## src/rtl/demux_pkg.sv

```systemverilog
// Shared constants and types for the 1-to-N stream demultiplexer.
// Default widths and the statistics counter width live here so that the
// top level and any wrapper agree on them.
package demux_pkg;

    localparam int DEF_DATA_W = 8;
    localparam int DEF_NUM_CH = 4;
    localparam int DEF_SEL_W  = $clog2(DEF_NUM_CH);
    localparam int CNT_W      = 16;

    // Channel index at the default channel count
    typedef logic [DEF_SEL_W-1:0] ch_idx_t;

    // Saturating increment for the transfer counter; sticks at all-ones
    function automatic logic [CNT_W-1:0] sat_inc(input logic [CNT_W-1:0] v);
        return (v == '1) ? v : v + 1'b1;
    endfunction

endpackage

```

## src/rtl/demux_ch_slot.sv

```systemverilog
// One-entry registered holding slot for a single output channel.
// A fill wins over a drain, which lets a slot take a new word in the same
// cycle its consumer takes the old one (one word per cycle, no bubble).
// Data is not cleared on drain, only on reset.
module demux_ch_slot #(
    parameter int DATA_W = 8
) (
    input  logic              clk,
    input  logic              rst,
    input  logic              fill,
    input  logic [DATA_W-1:0] fill_data,
    input  logic              out_ready,
    output logic              out_valid,
    output logic [DATA_W-1:0] out_data
);

    // Slot state: fill has priority, then drain, otherwise hold
    always_ff @(posedge clk or posedge rst) begin
        if (rst) begin
            out_valid <= 1'b0;
            out_data  <= '0;
        end else if (fill) begin
            out_valid <= 1'b1;
            out_data  <= fill_data;
        end else if (out_ready) begin
            out_valid <= 1'b0;
        end
    end

endmodule

```

## src/rtl/demux_1xn_stream.sv

```systemverilog
// 1-to-NUM_CH streaming demultiplexer with valid/ready on every side.
// Each channel owns a one-entry slot, so a stalled consumer only blocks
// words addressed to it. Selects beyond the last channel are swallowed
// and flagged by a one-cycle err_sel pulse.
// Optional build macro: DEMUX_STATS_EN adds a saturating 16-bit xfer_cnt
// of accepted in-range words.
module demux_1xn_stream
    import demux_pkg::*;
#(
    parameter int  DATA_W = DEF_DATA_W,
    parameter int  NUM_CH = DEF_NUM_CH,
    localparam int SEL_W  = $clog2(NUM_CH)
) (
    input  logic                     clk,
    input  logic                     rst,
    input  logic                     in_valid,
    output logic                     in_ready,
    input  logic [DATA_W-1:0]        in_data,
    input  logic [SEL_W-1:0]         in_sel,
    output logic [NUM_CH-1:0]        out_valid,
    input  logic [NUM_CH-1:0]        out_ready,
    output logic [NUM_CH*DATA_W-1:0] out_data,
    output logic                     err_sel
`ifdef DEMUX_STATS_EN
    ,
    output logic [CNT_W-1:0]         xfer_cnt
`endif
);

    // NUM_CH always fits in SEL_W+1 bits, even for a power of two
    localparam logic [SEL_W:0] NUM_CH_L = NUM_CH[SEL_W:0];

    logic                           sel_ok;
    logic                           xfer;
    logic [NUM_CH-1:0]              fill;
    logic [NUM_CH-1:0][DATA_W-1:0]  slot_data;

    assign sel_ok   = ({1'b0, in_sel} < NUM_CH_L);
    assign xfer     = in_valid && in_ready;
    assign out_data = slot_data;

    // Ready follows the addressed slot; out-of-range words are always taken
    always_comb begin
        in_ready = 1'b1;
        for (int i = 0; i < NUM_CH; i++) begin
            if (in_sel == SEL_W'(i))
                in_ready = !out_valid[i] || out_ready[i];
        end
    end

    genvar g;
    generate
        for (g = 0; g < NUM_CH; g++) begin : g_ch
            assign fill[g] = xfer && (in_sel == SEL_W'(g));

            demux_ch_slot #(
                .DATA_W (DATA_W)
            ) u_slot (
                .clk       (clk),
                .rst       (rst),
                .fill      (fill[g]),
                .fill_data (in_data),
                .out_ready (out_ready[g]),
                .out_valid (out_valid[g]),
                .out_data  (slot_data[g])
            );
        end
    endgenerate

    // Dropped-word flag: one pulse per swallowed word, the cycle after
    always_ff @(posedge clk or posedge rst) begin
        if (rst)
            err_sel <= 1'b0;
        else
            err_sel <= in_valid && !sel_ok;
    end

`ifdef DEMUX_STATS_EN
    // Count accepted words that landed in a slot; drops are excluded
    always_ff @(posedge clk or posedge rst) begin
        if (rst)
            xfer_cnt <= '0;
        else if (xfer && sel_ok)
            xfer_cnt <= sat_inc(xfer_cnt);
    end
`endif

endmodule

```

## config.mk

```make
export PLATFORM = sky130hd
export DESIGN_NAME = demux_1xn_stream
export DESIGN_NICKNAME = d
export VERILOG_FILES = /design/src/rtl/demux_pkg.sv /design/src/rtl/demux_ch_slot.sv /design/src/rtl/demux_1xn_stream.sv
export SDC_FILE = /design/constraint.sdc
export NUM_CORES = 1
export LEC_CHECK = 0
export CAP_MARGIN = 20
export CORE_MARGIN = 3
export CORE_UTILIZATION = 45
export CTS_CLUSTER_SIZE = 28
export DETAILED_ROUTE_END_ITERATION = 10
export GPL_TIMING_DRIVEN = 0
export PLACE_DENSITY = 0.9
export SYNTH_ARGS = -nofsm -noshare
export SYNTH_HDL_FRONTEND = slang
export SYNTH_HIERARCHICAL = 1
export SYNTH_SLANG_ARGS = --single-unit
export TNS_END_PERCENT = 100
```

## constraint.sdc

```tcl
create_clock -name clk -period 1.9 [get_ports clk]
set_clock_uncertainty 0.2 [all_clocks]
set_input_delay 0.285 -clock clk [delete_from_list [all_inputs] [get_ports clk]]
set_output_delay 0.285 -clock clk [all_outputs]
set_load 0.1 [all_outputs]
```

After elaboration in Yosys (flattened, before gate mapping). Cells that the tools add are included.

Add/sub/neg operators: 0. Multipliers: 0. Magnitude comparators: 0. Div/mod/pow operators: 0. Muxes and demuxes: 12. Eq/ne operators: 3. Reduce and logical (&&, ||, !) cells: 18. Bitwise operators: 0. Shift operators: 0.

Operator list (count): 1-bit two-way mux (12); 2-bit nonzero test (4); 1-bit logical AND (5); 2-bit equality test, second input constant (2); 1-bit logical NOT (4); 1-bit logical OR (4); 2-bit by 1-bit equality test with 1-bit output, second input constant (1); 2-bit logical NOT (1).

Register bits after elaboration: 36. ROM bits: 0. Memory bits (writable): 0. Output and inout port bits: 38. Latch bits: 0. Logic and storage cells: 41. Memories kept: 0.

Logic depth before layout (Yosys ltp).
Depth in word-level cells: 9. Mapped depth: 4. Mapped depth without buffers: 3.

By module. Netlist, hierarchy kept.

By module, submodules not included: demux_ch_slot (area an instance 372.9 um^2, instances 4, seq. area each 225.2 um^2, cells an instance 21); demux_1xn_stream (area an instance 112.6 um^2, instances 1, seq. area each 0.0 um^2, cells an instance 11).

Worst setup path before layout. OpenSTA, ideal clock, no wires.

Kind: reg-to-output. Start: register g_ch[0].u_slot.out_valid. End: output port in_ready. Setup slack: -0.377 ns. Arrival: 1.792 ns. Cell stages (with the launch flop): 3. Data required time: 1.415 ns. Cell sequence: dfrtp_1 > nand2b_1 > mux4_2.

Cells in the longest elaborated chain, start to end: 6.

Ends and longest elaborated chain: start, declared (RTL line demux_ch_slot.sv:13) `output logic out_valid,`; start signal, assigned (RTL line demux_ch_slot.sv:20) `out_valid <= 1'b0;`; start signal, assigned (RTL line demux_ch_slot.sv:23) `out_valid <= 1'b1;`; start signal, assigned (RTL line demux_ch_slot.sv:26) `out_valid <= 1'b0;`; 1-bit logical NOT (RTL line demux_1xn_stream.sv:47) `in_ready = !out_valid[i] || out_ready[i];`; 1-bit logical OR (RTL line demux_1xn_stream.sv:47); 1-bit two-way mux (4 in series) (RTL line demux_1xn_stream.sv:46) `if (in_sel == SEL_W'(i))`; end, declared (RTL line demux_1xn_stream.sv:17) `output logic in_ready,`.

No other way between the ends.

Worst setup path in the final report.
Start: input port out_ready[3]. End: output port in_ready.

Cells in the longest elaborated chain, start to end: 2.

Ends and longest elaborated chain: start, declared (RTL line demux_1xn_stream.sv:21) `input logic [NUM_CH-1:0] out_ready,`; 1-bit logical OR (RTL line demux_1xn_stream.sv:47); 1-bit two-way mux (RTL line demux_1xn_stream.sv:46).

No other way between the ends.

==> flow_metrics.tcl <==
set metrics [dict create \
    num_vias 997 \
    rsz0062_at_grt "yes" \
    place_area_um2 2210 \
    finalCritPeriodShare 1.08 \
    cp.arrival_ns 1.56 \
    synth.avg_cell_area_um2 16.9 \
    yosysTopAreaCell "dfrtp_1" \
    internal_power_uw 1640 \
    ff_latch_area_um2 916 \
    pwr-share-seq 0.306 \
    clk_latency_ns 0.34 \
    ys_top_cells_by_area "dfrtp_1, mux2_4, buf_6, a21o_2, inv_1" \
    rr_endpoint "g_ch[0].u_slot/out_data[7]" \
    slew_violations 0 \
    fp.dieH_um 65.7 \
    path_buf_inv 2 \
    dpl_worst_slack_ns -0.924 \
    design.core.area_um2 3390 \
    hold_path_class "input pin to asynchronous set/reset pin" \
    seq_area_frac_synth 0.562 \
    worstSetupPathType "input pin to primary output" \
    hold_viol 0 \
    critPathMaxStageDelay_ns 0.50 \
    grt_usage 0.178 \
    nFillCells 234 \
    finish.utilization 0.695 \
    outcome "finished, violations left" \
    slew_headroom 0.632 \
    rows 21 \
    routed_wl_um 3550 \
    numCtsBuffers 5 \
    cts.clk_slew.worst_paths_ns 0.12 \
    ir_worst_vdd_mv 0.670 \
    r2r_cells 4 \
    layout_common_cells "clkdlybuf4s15_2, mux2_4, dfrtp_1" \
    power_per_cell_area_nw_per_um2 1410 \
    fin_area_um2 2360 \
    ys_types 13 \
    ys_seq_elements 36 \
    swShare 0.506 \
    routed_via_density 4.91 \
    r2r_slack_ns 0.16 \
    drive_gt1_frac 0.605 \
    slowest_stage "mux4_2" \
    fmax_mhz 490 \
    nNetsFinal 173 \
    clock_sinks 36 \
    multi_input_area_um2 628 \
    gr-total-overflow 0 \
    tritoncts "yes" \
    worstPathRequired_ns 1.41 \
    ctsHoldBuffers 0 \
    synthesis.instances 95 \
    die_width_um 65.7 \
    initial_utilization 0.473 \
    setup_viol 1 \
    maxCapViolCount 0 \
    rr_startpoint "g_ch[0].u_slot/out_valid" \
    cp-start-kind "input pin" \
    post-route-min-period_ns 2.04 \
    dr.pass1.iters 3 \
    violations "setup timing" \
    fin_ws_ns -0.143 \
    ctsLongestPathBuffers 2 \
    syn_area_um2 1600 \
    hpwl_um 2610 \
    n_antenna_cell 0 \
    pin_count 55 \
    place_congestion 0.730 \
    worstMarginPinSlew_ns 0.554 \
    grt_pass1_wl_um 5460 \
    grt_pass1_vias 1075 \
    yosysWarnings 6 \
    critPathTopFamily "buffers and inverters" \
    port_buffers 53 \
    synth_fp_nets 112 \
    post_drt_wl_per_cell_um 17.5 \
    antenna_found_initial 0 \
    clock_power_share 0.164 \
    cts_root_buf "clkbuf_4" \
    layout_commonest_cell "clkdlybuf4s15_2" \
    p_comb_frac 0.530 \
    postRouteAntennaNets 0 \
    power.switching_uw 1680 \
    htree_levels 2 \
    grt_max_degree 13 \
    drc 0 \
    yosysTopAreaCellShare 0.562 \
    worstPathMaxFanout 2 \
    drt_iter0_markers 22 \
    die_area_um2 4320 \
    endpoint_kind "primary output" \
    leakage_uw 0.00109 \
    area_growth_pct 46.9 \
    path_cells "clkdlybuf4s50_1 -> nand2b_4 -> mux4_2 -> buf_12" \
]
[cells by family (layout without fill, tap and decap cells)]
group | Yosys count | in the layout | synth area share
DFF | 36 | 36 | 0.562
muxes | 33 | 33 | 0.314
buffers and inverters | 13 | 75 | 0.0515
and+or+nand+nor | 8 | 8 | 0.0491
AOI/OAI and AO/OA | 4 | 4 | 0.0218
other | 1 | 1 | 0.00234
[worst register-to-register path, delay by kind of cell (launching register included)]
kind	cells	cell delay, ns
DFF	1	0.52
buffers and inverters	1	0.23
and+or+nand+nor	2	0.37
muxes	1	0.31
[routing by layer]
layer	routed length [µm]	track usage
met1	1610	0.234
met2	1670	0.275
met5	0	0
met4	10	0.0699
met3	267	0.0513
[timing repair]
| item | CTS | global route |
|---|---|---|
| gates resized for setup | 116 | 3 |
| buffers inserted | 0 | 1 |
| endpoints found under the setup margin | 37 | 1 |
[power by group through the flow]
| stage | registers, µW | logic (µW) | clock network, µW |
|---|---|---|---|
| CTS | 1020 | 1760 | 553 |
| finish | 1020 | 1760 | 545 |
| floorplan | 2120 | 293 | 0 |
| global route | 1040 | 1800 | 602 |
| detailed placement | 1030 | 1810 | 0 |
| global placement | 1030 | 1790 | 0 |
[through the flow]
| step | power (µW) | TNS (ns) | instances | hold slack (ns) |
|---|---|---|---|---|
| after floorplan | 2420 | -0.0129 | 95 | -0.0871 |
| after global placement | 2820 | -3.86 | 194 | 0.295 |
| after detailed placement | 2840 | -5.05 | 194 | 0.293 |
| after CTS | 3340 | -0.135 | 202 | 0.0831 |
| after global routing | 3440 | -0.192 | 203 | 0.101 |
| final | 3330 | -0.143 | 203 | 0.0813 |
[cells in the mapped netlist (all sizes together)]
cell and number:
mux2 32, nand2b 4, and4 1, mux4 1
dfrtp 36, buf 5, conb 1, and4b 2
a21o 4, nor4bb 1, inv 8
[flip-flops by register name (all words and copies together) (netlist names)]
name	count
g_ch.u_slot/out_valid	4
g_ch.u_slot/out_data	32
[layout make-up]
| cell class | count | area share |
|---|---|---|
| clock buffers | 5 | 0.0159 |
| well taps | 46 | 0.0244 |
| repair buffers | 54 | 0.251 |
| multi-input cells | 46 | 0.267 |
| clock inverters | 3 | 0.0181 |
| plain buffers | 5 | 0.0223 |
| inverters | 8 | 0.0127 |
| flip-flops and latches | 36 | 0.389 |
[how the worst max path moves through the flow]
stage                                   startpoint        to  slack [ns]  depth (start not counted)
after floorplan           g_ch[0].u_slot/out_valid  in_ready       -0.01                          2
after global placement                   in_sel[1]  in_ready       -0.91                          3
after detailed placement                 in_sel[1]  in_ready       -0.92                          3
after CTS                             out_ready[3]  in_ready       -0.13                          4
after global routing      g_ch[3].u_slot/out_valid  in_ready       -0.19                          3
final                                 out_ready[3]  in_ready       -0.14                          4
Power figures use the tool's default switching activity.
